`config.mk`:
```
export PLATFORM = sky130hd
export DESIGN_NAME = pc_gen
export DESIGN_NICKNAME = d
export VERILOG_FILES = /design/src/rtl/pc_pkg.sv /design/src/rtl/return_stack.sv /design/src/rtl/pc_gen.sv
export SDC_FILE = /design/constraint.sdc
export NUM_CORES = 1
export LEC_CHECK = 0
export ABC_AREA = 1
export CORE_MARGIN = 3
export CORE_UTILIZATION = 50
export DETAILED_ROUTE_END_ITERATION = 6
export PLACE_DENSITY = 0.72
export SLEW_MARGIN = 20
export SYNTH_ARGS = -nofsm -noshare
export SYNTH_HDL_FRONTEND = slang
export SYNTH_HIERARCHICAL = 1
export SYNTH_SLANG_ARGS = --single-unit
```
`constraint.sdc`:
```
create_clock -name clk -period 4.4 [get_ports clk]
set_input_delay 0.88 -clock clk [delete_from_list [all_inputs] [get_ports clk]]
set_output_delay 0.88 -clock clk [all_outputs]
set_load 0.01 [all_outputs]
```
`src/rtl/pc_pkg.sv`:
```
// Shared types for the fetch-stage program-counter generator.
package pc_pkg;

    typedef enum logic [2:0] {
        SEQ    = 3'b000,
        BRANCH = 3'b001,
        JALR   = 3'b011,
        RET    = 3'b100
    } pc_sel_t;

    localparam int unsigned INSN_BYTES = 4;

    // Target and return address live beside this struct so they can follow XLEN.
    typedef struct packed {
        logic valid;
        logic is_trap;
        logic push;
        logic pop;
    } pend_ctl_t;

    function automatic logic is_redirect(input logic [2:0] sel);
        return (sel == BRANCH) || (sel == JALR) || (sel == RET);
    endfunction

endpackage

```
`src/rtl/return_stack.sv`:
```
// Circular return-address stack: a push when full overwrites the oldest entry.
module return_stack #(
    parameter int unsigned XLEN      = 32,
    parameter int unsigned RAS_DEPTH = 4
) (
    input  logic                         clk,
    input  logic                         rst_n,
    input  logic                         push,
    input  logic                         pop,
    input  logic [XLEN-1:0]              push_data,
    output logic [XLEN-1:0]              top,
    output logic [$clog2(RAS_DEPTH):0]   count
);

    localparam int unsigned PW = $clog2(RAS_DEPTH);
    localparam int unsigned CW = PW + 1;

    logic [XLEN-1:0] mem [RAS_DEPTH];
    logic [PW-1:0]   wr_ptr;
    logic [PW-1:0]   top_idx;

    assign top_idx = wr_ptr - PW'(1);
    assign top     = mem[top_idx];

    always_ff @(posedge clk or negedge rst_n) begin
        if (!rst_n) begin
            for (int unsigned i = 0; i < RAS_DEPTH; i++) begin
                mem[i] <= '0;
            end
            wr_ptr <= '0;
            count  <= '0;
        end else if (push) begin
            mem[wr_ptr] <= push_data;
            wr_ptr      <= wr_ptr + PW'(1);
            if (count != CW'(RAS_DEPTH)) begin
                count <= count + CW'(1);
            end
        end else if (pop && (count != '0)) begin
            wr_ptr <= wr_ptr - PW'(1);
            count  <= count - CW'(1);
        end
    end

endmodule

```
`src/rtl/pc_gen.sv`:
```
// Fetch-stage PC generator: redirect priority, stall buffering, misalign rejection and RAS.
module pc_gen
    import pc_pkg::*;
#(
    parameter int unsigned     XLEN         = 32,
    parameter logic [XLEN-1:0] RESET_VECTOR = '0,
    parameter int unsigned     RAS_DEPTH    = 4
) (
    input  logic                        clk,
    input  logic                        rst_n,
    input  logic                        en,
    input  logic [2:0]                  TypeInstruction,
    input  logic                        ras_push,
    input  logic [XLEN-1:0]             pc_EX,
    input  logic [XLEN-1:0]             imm,
    input  logic [XLEN-1:0]             rs1,
    input  logic                        trap_valid,
    input  logic [XLEN-1:0]             trap_vector,
    output logic [XLEN-1:0]             PCOutput,
    output logic                        misalign_valid,
    output logic [XLEN-1:0]             misalign_addr,
    output logic [$clog2(RAS_DEPTH):0]  ras_count
);

    logic [XLEN-1:0] pc;
    logic [XLEN-1:0] ras_top;
    logic [XLEN-1:0] seq_target;
    logic [XLEN-1:0] jalr_target;
    logic [XLEN-1:0] cur_target;
    logic [XLEN-1:0] cur_link;
    logic            cur_redirect;
    logic            cur_push;
    logic            cur_pop;

    pend_ctl_t       pend;
    logic [XLEN-1:0] pend_target;
    logic [XLEN-1:0] pend_link;

    logic            apply;
    logic            app_is_trap;
    logic            app_push;
    logic            app_pop;
    logic [XLEN-1:0] app_target;
    logic [XLEN-1:0] app_link;
    logic            misaligned;
    logic            stack_push;
    logic            stack_pop;

    assign PCOutput     = pc;
    assign seq_target   = pc + XLEN'(INSN_BYTES);
    assign jalr_target  = (rs1 + imm) & ~XLEN'(1);
    assign cur_link     = pc_EX + XLEN'(INSN_BYTES);
    assign cur_redirect = is_redirect(TypeInstruction);

    always_comb begin
        cur_target = jalr_target;
        cur_push   = 1'b0;
        cur_pop    = 1'b0;
        case (TypeInstruction)
            BRANCH: begin
                cur_target = pc_EX + imm;
                cur_push   = ras_push;
            end
            JALR: cur_push = ras_push;
            RET: begin
                if (ras_count != '0) begin
                    cur_target = ras_top;
                    cur_pop    = 1'b1;
                end
            end
            default: ;
        endcase
    end

    // Priority: live trap, then buffered redirect, then the current select.
    always_comb begin
        apply       = 1'b0;
        app_is_trap = 1'b0;
        app_push    = 1'b0;
        app_pop     = 1'b0;
        app_target  = cur_target;
        app_link    = cur_link;
        if (trap_valid) begin
            apply       = 1'b1;
            app_is_trap = 1'b1;
            app_target  = trap_vector;
        end else if (pend.valid) begin
            apply       = 1'b1;
            app_is_trap = pend.is_trap;
            app_push    = pend.push;
            app_pop     = pend.pop;
            app_target  = pend_target;
            app_link    = pend_link;
        end else if (cur_redirect) begin
            apply    = 1'b1;
            app_push = cur_push;
            app_pop  = cur_pop;
        end
    end

    assign misaligned = apply && !app_is_trap && (app_target[1:0] != 2'b00);
    assign stack_push = en && apply && !misaligned && !app_is_trap && app_push;
    assign stack_pop  = en && apply && !misaligned && !app_is_trap && app_pop;

    always_ff @(posedge clk or negedge rst_n) begin
        if (!rst_n) begin
            pc             <= RESET_VECTOR;
            pend           <= '0;
            pend_target    <= '0;
            pend_link      <= '0;
            misalign_valid <= 1'b0;
            misalign_addr  <= '0;
        end else begin
            misalign_valid <= 1'b0;
            if (en) begin
                pend <= '0;
                if (apply) begin
                    if (misaligned) begin
                        misalign_valid <= 1'b1;
                        misalign_addr  <= app_target;
                    end else begin
                        pc <= app_target;
                    end
                end else if (TypeInstruction == SEQ) begin
                    pc <= seq_target;
                end
            end else if (trap_valid) begin
                pend        <= '{valid: 1'b1, is_trap: 1'b1, push: 1'b0, pop: 1'b0};
                pend_target <= trap_vector;
            end else if (cur_redirect && !(pend.valid && pend.is_trap)) begin
                pend        <= '{valid: 1'b1, is_trap: 1'b0, push: cur_push, pop: cur_pop};
                pend_target <= cur_target;
                pend_link   <= cur_link;
            end
        end
    end

    return_stack #(
        .XLEN      (XLEN),
        .RAS_DEPTH (RAS_DEPTH)
    ) u_ras (
        .clk       (clk),
        .rst_n     (rst_n),
        .push      (stack_push),
        .pop       (stack_pop),
        .push_data (app_link),
        .top       (ras_top),
        .count     (ras_count)
    );

endmodule

```
**Word level (Yosys, flattened, before mapping)**

Index checks and enable logic that the tools add are counted.

- Equal/unequal tests: 6
- Bitwise gates (word level): 4
- Mux-type cells: 42
- Reduce and logical (&&, ||, !) cells: 29
- Add/sub/neg operators: 8
- Order comparisons: 3

Operators with widths:

| operator | number |
|---|---|
| 2-to-1 mux 32 bit | 13 |
| bitwise mux 128 bit | 1 |
| adder 32 x 3 -> 32 bit, second input constant | 2 |
| adder 32 bit | 2 |
| binary-select mux 32 bit (select 2 bit) | 1 |
| demux 32 bit (select 2 bit) | 1 |
| case mux 32 bit (2 select lines) | 1 |
| 2-to-1 mux 1 bit | 17 |
| 2-to-1 mux 4 bit | 3 |
| logical AND 1 bit | 11 |
| 2-to-1 mux 3 bit | 3 |
| AND reduction 3 bit | 3 |
| nonzero test 2 bit | 4 |
| >= comparator 3 bit, second input constant | 2 |
| inverter 2 -> 3 bit | 2 |
| nonzero test 3 bit | 2 |
| 2-to-1 mux 2 bit | 2 |
| AND reduction 2 bit | 2 |
| adder 3 x 1 -> 3 bit, second input constant | 1 |
| == test 3 x 1 -> 1 bit, second input constant | 1 |
| == test 3 x 2 -> 1 bit, second input constant | 1 |
| == test 3 bit, second input constant | 1 |
| logical NOT 1 bit | 3 |
| logical NOT 3 bit | 1 |
| 10 further kinds | 12 |

- Word-level logic and storage cells: 107
- Register bits after elaboration: 266
- Output and inout port bits: 68

**Longest topological paths before layout**

Gate-level depths: netlist (run 1).

- Depth in word-level cells: 18
- Depth in mapped cells: 26
- Depth with buffers taken out: 21

**Hierarchy**

Netlist (run 1), hierarchy kept.

By module, submodules not included:

| module | times used | seq. area each (µm²) | cells an instance | area each (µm²) |
|---|---|---|---|---|
| pc_gen | 1 | 3328.2 | 2126 | 12879.9 |
| return_stack | 1 | 3328.2 | 672 | 5823.1 |

**Least setup slack after synthesis (run 1)**

No wires, ideal clock.

- Kind: register to register
- Start point: register u_ras.wr_ptr[0]
- End point: register u_ras.count[2]
- Data arrival time: 3397 ps
- Period minus slack after synthesis: 3461 ps
- Required time: 4335 ps
- Cell stages (with the launch flop): 26
- Setup time: 65 ps
- Buffers on the path: 5
- Setup slack: 939 ps
- Cell sequence: dfrtp_1 > buf_6 > inv_2 > buf_6 > buf_6 > ha_1 > inv_1 > clkbuf_1 > o21ai_0 > o22ai_1 > inv_1 > nand2_1 > nand3_1 > nand3_1 > nand3_1 > nand3_2 > nand3_4 > nand3_1 > a211oi_1 > buf_4 > inv_1 > fa_1 > nand3b_1 > nand2_1 > nand2_1 > nand2_1

- Elaborated cells between the ends (all ways): 21

RTL lines:

| item | RTL line | source |
|---|---|---|
| from (decl) | return_stack.sv:19 | `logic [PW-1:0] wr_ptr;` |
| from (signal assigned) | return_stack.sv:34 | `wr_ptr <= wr_ptr + PW'(1);` |
| from (signal assigned) | return_stack.sv:39 | `wr_ptr <= wr_ptr - PW'(1);` |
| subtractor 2 x 1 -> 2 bit * | return_stack.sv:22 | `assign top_idx = wr_ptr - PW'(1);` |
| via u_ras.top_idx[0] | return_stack.sv:20 | `logic [PW-1:0] top_idx;` |
| inverter 2 -> 3 bit (not written as such) * | return_stack.sv:23 | `assign top = mem[top_idx];` |
| binary-select mux 32 bit (select 2 bit) * | return_stack.sv:23 |  |
| 2-to-1 mux 32 bit (not written as such) * (2 in a row) | return_stack.sv:23 |  |
| via ras_top[1] | pc_gen.sv:26 | `logic [XLEN-1:0] ras_top;` |
| 2-to-1 mux 32 bit * | pc_gen.sv:66 | `if (ras_count != '0) begin` |
| case mux 32 bit (2 select lines) * | pc_gen.sv:59 | `case (TypeInstruction)` |
| 2-to-1 mux 32 bit * | pc_gen.sv:87 | `end else if (pend.valid) begin` |
| 2-to-1 mux 32 bit * | pc_gen.sv:83 | `if (trap_valid) begin` |
| nonzero test 2 bit * | pc_gen.sv:101 | `assign misaligned = apply && !app_is_trap && (app_target[1:0] != 2'b00);` |
| logical AND 1 bit * | pc_gen.sv:101 |  |
| logical NOT 1 bit * | pc_gen.sv:102 | `assign stack_push = en && apply && !misaligned && !app_is_trap && app_push;` |
| logical AND 1 bit * (3 in a row) | pc_gen.sv:102 |  |
| via stack_push | pc_gen.sv:46 | `logic stack_push;` |
| inequality test 2 x 1 -> 1 bit (no line) / nonzero test 2 bit (equally long branches) | n/a |  |
| AND reduction 2 bit (no line) | n/a |  |
| to (signal assigned) | return_stack.sv:36 | `count <= count + CW'(1);` |
| to (signal assigned) | return_stack.sv:40 | `count <= count - CW'(1);` |
| to (decl) | return_stack.sv:12 | `output logic [$clog2(RAS_DEPTH):0] count` |

The timed path passes the listed nets; every way through them passes the cells marked *. The select of a mux whose other input is x is not followed.
A chain may end at the register's enable or synchronous reset.

**Final worst setup path (run 1)**

- Start point: input port imm[0]
- End point: register u_ras.count[2]

- Elaborated cells between the ends (all ways): 18

RTL lines:

| item | RTL line | source |
|---|---|---|
| from (decl) | pc_gen.sv:15 | `input logic [XLEN-1:0] imm,` |
| adder 32 bit | pc_gen.sv:51 | `assign jalr_target = (rs1 + imm) & ~XLEN'(1);` |
| 2-to-1 mux 32 bit | pc_gen.sv:66 |  |
| case mux 32 bit (2 select lines) * | pc_gen.sv:59 |  |
| 2-to-1 mux 32 bit * | pc_gen.sv:87 |  |
| 2-to-1 mux 32 bit * | pc_gen.sv:83 |  |
| nonzero test 2 bit * | pc_gen.sv:101 |  |
| logical AND 1 bit * | pc_gen.sv:101 |  |
| logical NOT 1 bit * | pc_gen.sv:102 |  |
| logical AND 1 bit * (3 in a row) | pc_gen.sv:102 |  |
| via stack_push | pc_gen.sv:46 |  |
| inequality test 2 x 1 -> 1 bit (no line) / nonzero test 2 bit (equally long branches) | n/a |  |
| AND reduction 2 bit (no line) | n/a |  |

The timed path passes the listed nets; every way through them passes the cells marked *.

==> run_results.csv, run 1 <==
group,metric,value,unit
critical_path,critical_path.cell_chain,"clkdlybuf4s50_1 -> ha_1 -> inv_1 -> fa_1 -> or2_0 -> nand3_1 -> nand3_1 -> nand3_2 -> nand3_4 -> nand3_1 -> a211oi_1 -> inv_1 -> fa_1 -> nand3b_1 -> nand2_1 -> nand2_1 -> nand2_1",
synth,synthesis.area,18700,um^2
sta,fmax,274.0,MHz
placed_design,pre_cts_slack,0.2405,ns
global_route,antenna_found_initial,0,
sta,setup_viol,0,
synth,synthesis.instances,2798,
floorplanning,pin_count,204,
sta,final_max_slew_viol_count,0,
critical_path,worstSetupEndpointType,"flop",
routing,met2_length,28900,um
sta,setup_slack,0.7497,ns
routing,drt-vias-per-instance,5.572,
synth,synth-edff-count,0,
synth,syn_area_per_cell,6.684,um^2
synth,synthArstFlopShare,100.0,%
pwr,p_leak,10.83,nW
cells_and_area,layout.cells.non_filler,3447,
routing,vias,19210,
global_route,grtUsageTotal,31.02,%
placed_design,io_buffers,203,
critical_path,slowest_stage,"clkdlybuf4s50_1",
pwr,irDropWorstVdd,0.3309,mV
routing,first_iter_violations,1564,
floorplanning,coreArea,36700,um^2
synth,synth.yosys.warnings,6,
critical_path,crit_required,4.92,ns
sta,hold_viol_final,0,
pwr,internal-power,6.358,mW
sta,layout_min_cycle_time,3.650,ns
critical_path,cpPeakStageDelay,0.57,ns
pwr,switching_share,38.66,%
global_route,grt_max_degree,107,
global_route,grt_pass1_wl,97070,um
sta,fin_skew,0.01343,ns
critical_path,critPathBufInv,3,
cells_and_area,final_common_cell,"nand2_1",
floorplanning,start_util,50.96,%
cells_and_area,syn_to_final_growth,18.23,%
routing,wl_met1,26890,um
pwr,pwr-share-clk,25.0,%
pwr,power_frac_seq,36.5,%
cells_and_area,drive_above_1_share,5.337,%
clocking,clkTransAtPathRegs,0.06,ns
critical_path,crit_type,"input pin to flop",
cells_and_area,n_fill_cell,3505,
placed_design,place_congestion,0.9719,
sta,hold_ws,0.3563,ns
clocking,clk-insertion-delay-late,0.58,ns
worst_hold_path,hp-class,"input pin to asynchronous set/reset pin",
clocking,cts_setup_buffers,0,
floorplanning,rows,70,
routing,drc_errors,0,
routing,antenna_left,0,
clocking,cts_sinks,266,
synth,syn_nets,3004,
cells_and_area,diodes,0,
placed_design,dp_hpwl,47920,um
routing,routed.top_layer,"met4",
placed_design,dp_cells,3393,
pwr,pwr-share-comb,38.6,%
sta,rsz0062_at_grt,"false",
critical_path,path_delay_family,"adder cells",
floorplanning,die_w,199.4,um
synth,synth_cell_type_count,56,
critical_path,arrival,4.17,ns
cells_and_area,final_nets,3162,
sta,tightest_slew,0.8384,ns
routing,routed_wl,62720,um
sta,tns,0,ns
outcome,outcome,"completed",
cells_and_area,most-common-layout-cells,"nand2_1 (941), inv_1 (291), o21ai_0 (283), dfrtp_1 (266), nor2_1 (249)",
clocking,numCtsBuffers,29,
synth,ys.flop_type,"dfrtp_1",
critical_path,cp_max_fo,4,
clocking,cts_tree,"yes",
floorplanning,die_area,39760,um^2
clocking,postCtsHoldBufs,0,
critical_path,cp-start-kind,"input pin",
synth,ys_ff_latch,266,
routing,routedWlPerCell,18.20,um
clocking,post_cts_resized,0,
pwr,power_density,468.7,nW/um^2
sta,post-route-period-util,82.96,%
global_route,grt_pass1_vias,17940,
clocking,clockBufferDepth,3,
synth,yosysSeqAreaShare,35.59,%
run,cap_violations,0,
routing,drt_pass1_iterations,6,
routing,wl_met3,4417,um
floorplanning,chipHeight,199.4,um
clocking,h-tree-depth,1,
pwr,p_switching,4.007,mW
global_route,overflow,0,
clocking,root_buffer,"clkbuf_16",
sta,max_slew_margin,44.11,%
[power groups by stage]
stage	Combinational (mW)	Sequential [mW]	Clock, mW
floorplan	2.48	3.75	0
global placement	3.84	3.77	0
detailed placement	3.94	3.80	0
CTS	3.96	3.77	2.62
global route	4.46	3.87	2.73
finish	4.00	3.78	2.59
[state kept, by name, summed over array words and instances (netlist names)]
name / count
PCOutput: 32
misalign_addr: 32
misalign_valid: 1
pend: 4
u_ras/mem: 128
pend_link: 32
pend_target: 32
u_ras/count: 3
u_ras/wr_ptr: 2
[path summary, 6_finish.rpt]
kind                                  from              to  slack (ns)  cells after the start
setup / recovery                    imm[0]  u_ras/count[2]        0.75                     17
hold / removal                       rst_n  u_ras/count[0]        0.36                      1
setup reg to reg           u_ras/wr_ptr[0]  u_ras/count[2]        0.90                     18
hold reg to reg              u_ras/mem[69]   u_ras/mem[69]        0.48                      2
max in group asynchronous            rst_n   u_ras/mem[60]        3.00                      2
min in group clk             u_ras/mem[69]   u_ras/mem[69]        0.48                      2
[per-stage QoR]
stage               util [%]  total power [mW]  instance area (um^2)
finish                 60.26             10.36                 22110
floorplan                  -             6.228                 18700
CTS                    60.26             10.36                 22110
detailed placement     57.46             7.735                 21090
global route           60.26             11.06                 22110
global placement       57.46             7.607                 21090
[cells in the mapped netlist, types with 4 or more instances]
| master | n | area, um^2 |
|---|---|---|
| nand2_1 | 941 | 3532 |
| inv_1 | 292 | 1096 |
| o21ai_0 | 283 | 1416 |
| dfrtp_1 | 266 | 6656 |
| nor2_1 | 250 | 938.4 |
| nand3_1 | 157 | 785.8 |
| a21oi_1 | 96 | 480.5 |
| ha_1 | 67 | 838.3 |
| clkbuf_1 | 57 | 214.0 |
| o22ai_1 | 36 | 225.2 |
| a31oi_1 | 34 | 212.7 |
| xor2_1 | 33 | 289.0 |
| o21ai_1 | 32 | 160.2 |
| buf_2 | 28 | 140.1 |
| nand4_1 | 22 | 137.6 |
| nor3_1 | 21 | 105.1 |
| or2_2 | 21 | 131.4 |
| nand3b_1 | 15 | 112.6 |
| xnor2_1 | 14 | 122.6 |
| buf_6 | 13 | 146.4 |
| inv_2 | 12 | 45.04 |
| o21bai_1 | 11 | 82.58 |
| nor4_1 | 9 | 56.30 |
| nand2_2 | 8 | 50.05 |
| o21a_1 | 8 | 60.06 |
| a21oi_2 | 6 | 52.55 |
| nand3_2 | 6 | 60.06 |
| nor2_2 | 5 | 31.28 |
| o211ai_1 | 5 | 37.54 |
| nor2_4 | 4 | 45.04 |
| nor3_2 | 4 | 40.04 |
[cell families after synthesis]
family,share of synthesized area [%]
AND/OR/NAND/NOR,33.12
AO/OA/AOI/OAI,15.24
buffers and inverters,9.045
flip-flops,35.59
adder cells (fa/ha/maj),4.803
XOR/XNOR,2.201
[area by class of cell]
| type | count | area (um^2) | share of cell area (%) |
|---|---|---|---|
| well taps | 468 | 585.6 | 2.648 |
| inverters | 308 | 1161 | 5.251 |
| flip-flops and latches | 266 | 6656 | 30.10 |
| clock inverters | 12 | 180.2 | 0.8148 |
| multi-input cells | 2121 | 10370 | 46.90 |
| repair buffers | 230 | 2315 | 10.47 |
| clock buffers | 42 | 844.6 | 3.819 |
[per-layer routing]
| layer | GRT usage [%] | vias up |
|---|---|---|
| met2 | 51.21 | 687 |
| li1 | - | 9346 |
| met5 | 0 | - |
| met4 | 11.58 | 0 |
| met3 | 4.299 | 117 |
| met1 | 41.85 | 9057 |
(Power assumes the default switching activity.)
==> run 2, diff against run 1 <==
--- a/config.mk
+++ b/config.mk
@@ -9,7 +9,7 @@
 export CORE_MARGIN = 3
 export CORE_UTILIZATION = 50
 export DETAILED_ROUTE_END_ITERATION = 6
-export PLACE_DENSITY = 0.72
+export PLACE_DENSITY = 0.75
 export SLEW_MARGIN = 20
 export SYNTH_ARGS = -nofsm -noshare
 export SYNTH_HDL_FRONTEND = slang
==> constraint.sdc (replaced) <==
create_clock -name clk -period 3 [get_ports clk]
set_input_delay 0.6 -clock clk [delete_from_list [all_inputs] [get_ports clk]]
set_output_delay 0.6 -clock clk [all_outputs]
set_load 0.01 [all_outputs]
==> run_results.csv, run 2 (synthesis gave the netlist of run 1 again) <==
group,metric,value,unit
cells_and_area,final_common_cell,"nand2_1",
critical_path,cp_max_fo,40,
critical_path,critical_path.cell_chain,"clkdlybuf4s50_1 -> inv_1 -> fa_1 -> or2_0 -> nand3_2 -> nand3_2 -> nand3_2 -> nand3_4 -> nand3_2 -> a211oi_4 -> buf_6 -> nand2_2 -> buf_12 -> nand2_1 -> o21ai_0",
critical_path,cpPeakStageDelay,0.54,ns
sta,setup_slack,0.1518,ns
critical_path,crit_top_cell,"nand3_2",
critical_path,path_delay_family,"buffers and inverters",
cells_and_area,seq_area,6658,um^2
worst_hold_path,hp-class,"input pin to flop",
routing,drt_pass1_iterations,7,
routing,drt-vias-per-instance,5.494,
floorplanning,die_area,39760,um^2
global_route,grt_pass1_vias,19190,
critical_path,crit_required,3.46,ns
critical_path,crit_type,"input pin to flop",
clocking,clkTransAtPathRegs,0.06,ns
floorplanning,pin_count,204,
cells_and_area,n_fill_cell,3192,
pwr,power_density,662.5,nW/um^2
routing,first_iter_violations,1670,
placed_design,io_buffers,203,
global_route,grtUsageTotal,32.36,%
cells_and_area,final_nets,3420,
clocking,numCtsBuffers,29,
placed_design,dp_cells,3647,
cells_and_area,syn_to_final_growth,30.50,%
placed_design,place_congestion,0.9610,
cells_and_area,largest_reg_flops,128,
cells_and_area,most-common-layout-cells,"nand2_1 (939), inv_1 (289), o21ai_0 (280), dfrtp_1 (265), buf_4 (265)",
cells_and_area,layout.cells.non_filler,3706,
sta,layout_min_cycle_time,2.848,ns
cells_and_area,top_register,"u_ras/mem",
cells_and_area,drive_above_1_share,13.72,%
sta,fin_skew,0.02810,ns
clocking,root_buffer,"clkbuf_16",
sta,setup_viol,0,
sta,hold_viol_final,0,
clocking,clk-insertion-delay-late,0.59,ns
critical_path,arrival,3.31,ns
sta,tns,0,ns
critical_path,worstSetupEndpointType,"flop",
clocking,cts_sinks,266,
clocking,h-tree-depth,1,
cells_and_area,multi_input_area,10480,um^2
sta,post-route-period-util,94.94,%
sta,rsz0062_at_grt,"false",
global_route,overflow,0,
global_route,grt_pass1_wl,102100,um
clocking,cts_tree,"yes",
pwr,irDropWorstVdd,0.4874,mV
sta,max_slew_margin,48.63,%
floorplanning,chipHeight,199.4,um
routing,vias,20360,
pwr,p_leak,12.27,nW
global_route,antenna_found_initial,2,
outcome,outcome,"completed",
routing,drc_errors,0,
sta,final_max_slew_viol_count,0,
global_route,grt_max_degree,111,
floorplanning,start_util,50.96,%
clocking,clockBufferDepth,3,
critical_path,critPathBufInv,4,
critical_path,slowest_stage,"fa_1",
sta,fmax,351.1,MHz
placed_design,dp_hpwl,50330,um
routing,antenna_left,0,
placed_design,dpl-instance-area,23190,um^2
routing,routed_wl,65650,um
placed_design,pre_cts_slack,-0.6074,ns
routing,routedWlPerCell,17.72,um
cells_and_area,stdcell_area,24410,um^2
critical_path,cp-start-kind,"input pin",
floorplanning,rows,70,
sta,tightest_slew,0.7705,ns
floorplanning,coreArea,36700,um^2
floorplanning,die_w,199.4,um
run,cap_violations,0,
critical_path,rrSetupSlack,0.21,ns
-- run 2: changes by cell type in the layout (fill, tap and decap cells not counted), sizes merged, moves of 2 or more --
cell           change
clkinv             +2
dlymetal6s2s       +8
buf              +257
bufinv             +2
clkdlybuf4s50      -8
clkbuf             -4
-- run 2: power by group --
group	switching [mW]	internal [mW]	leakage, nW	total, mW
registers	0.809	4.76	3.37	5.57
clock network	1.56	2.49	0.538	4.04
logic	3.85	2.71	8.35	6.56
total	6.22	9.95	12.3	16.2
-- run 2: final timing paths --
| path | from | endpoint | cells after the start |
|---|---|---|---|
| setup / recovery | pc_EX[1] | u_ras/mem[85] | 15 |
| hold / removal | pc_EX[0] | pend_link[0] | 3 |
| setup reg to reg | u_ras/wr_ptr[0] | u_ras/mem[85] | 19 |
| hold reg to reg | misalign_addr[24] | misalign_addr[24] | 2 |
| max in group asynchronous | rst_n | pend_target[29] | 3 |
| min in group asynchronous | rst_n | u_ras/count[0] | 2 |
-- run 2: routing by layer --
metal  vias to the layer above  GRT usage [%]  wire [um]
li1                       9878              -          -
met3                       160          3.996       5085
met5                         -              0         34
met1                      9457          43.37      27350
met4                         4          12.72       3046
met2                       863          53.81      30140
-- run 2: final cells by class --
cell class	instances	area share (%)
multi-input combinational	2121	42.92
inverter	308	4.788
sequential	266	27.28
tap	468	2.399
clock inverter	16	1.025
clock buffer	38	3.440
timing repair buffer	488	18.14
antenna	1	0.01025
-- run 2: worst reg2reg max path, delay by kind of cell (launching register included) --
kind	cells	cell delay, ns
flops	1	0.42
simple gates	9	0.86
buf+inv	5	0.54
compound gates	4	0.52
fa+ha+maj	1	0.31
-- run 2: per-stage QoR --
step                      utilization [%]  hold WS [ns]  total power [mW]
after floorplan                         -        0.3044             9.206
after global placement              63.19        0.4054             11.73
after detailed placement            63.19        0.4020             11.97
after CTS                           66.22        0.4001             16.07
after global routing                66.50        0.3999             17.17
final                               66.51        0.3951             16.17
-- run 2: timing repair --
| item | in CTS | in global routing |
|---|---|---|
| setup endpoints to repair | 4 | 155 |
| hold buffers | 1 | 0 |
| pin swaps | 0 | 2 |
| cloned | 0 | 0 |
| setup buffers | 0 | 3 |
| gates resized for setup | 2 | 25 |
| endpoints found under the hold margin | 4 | 0 |
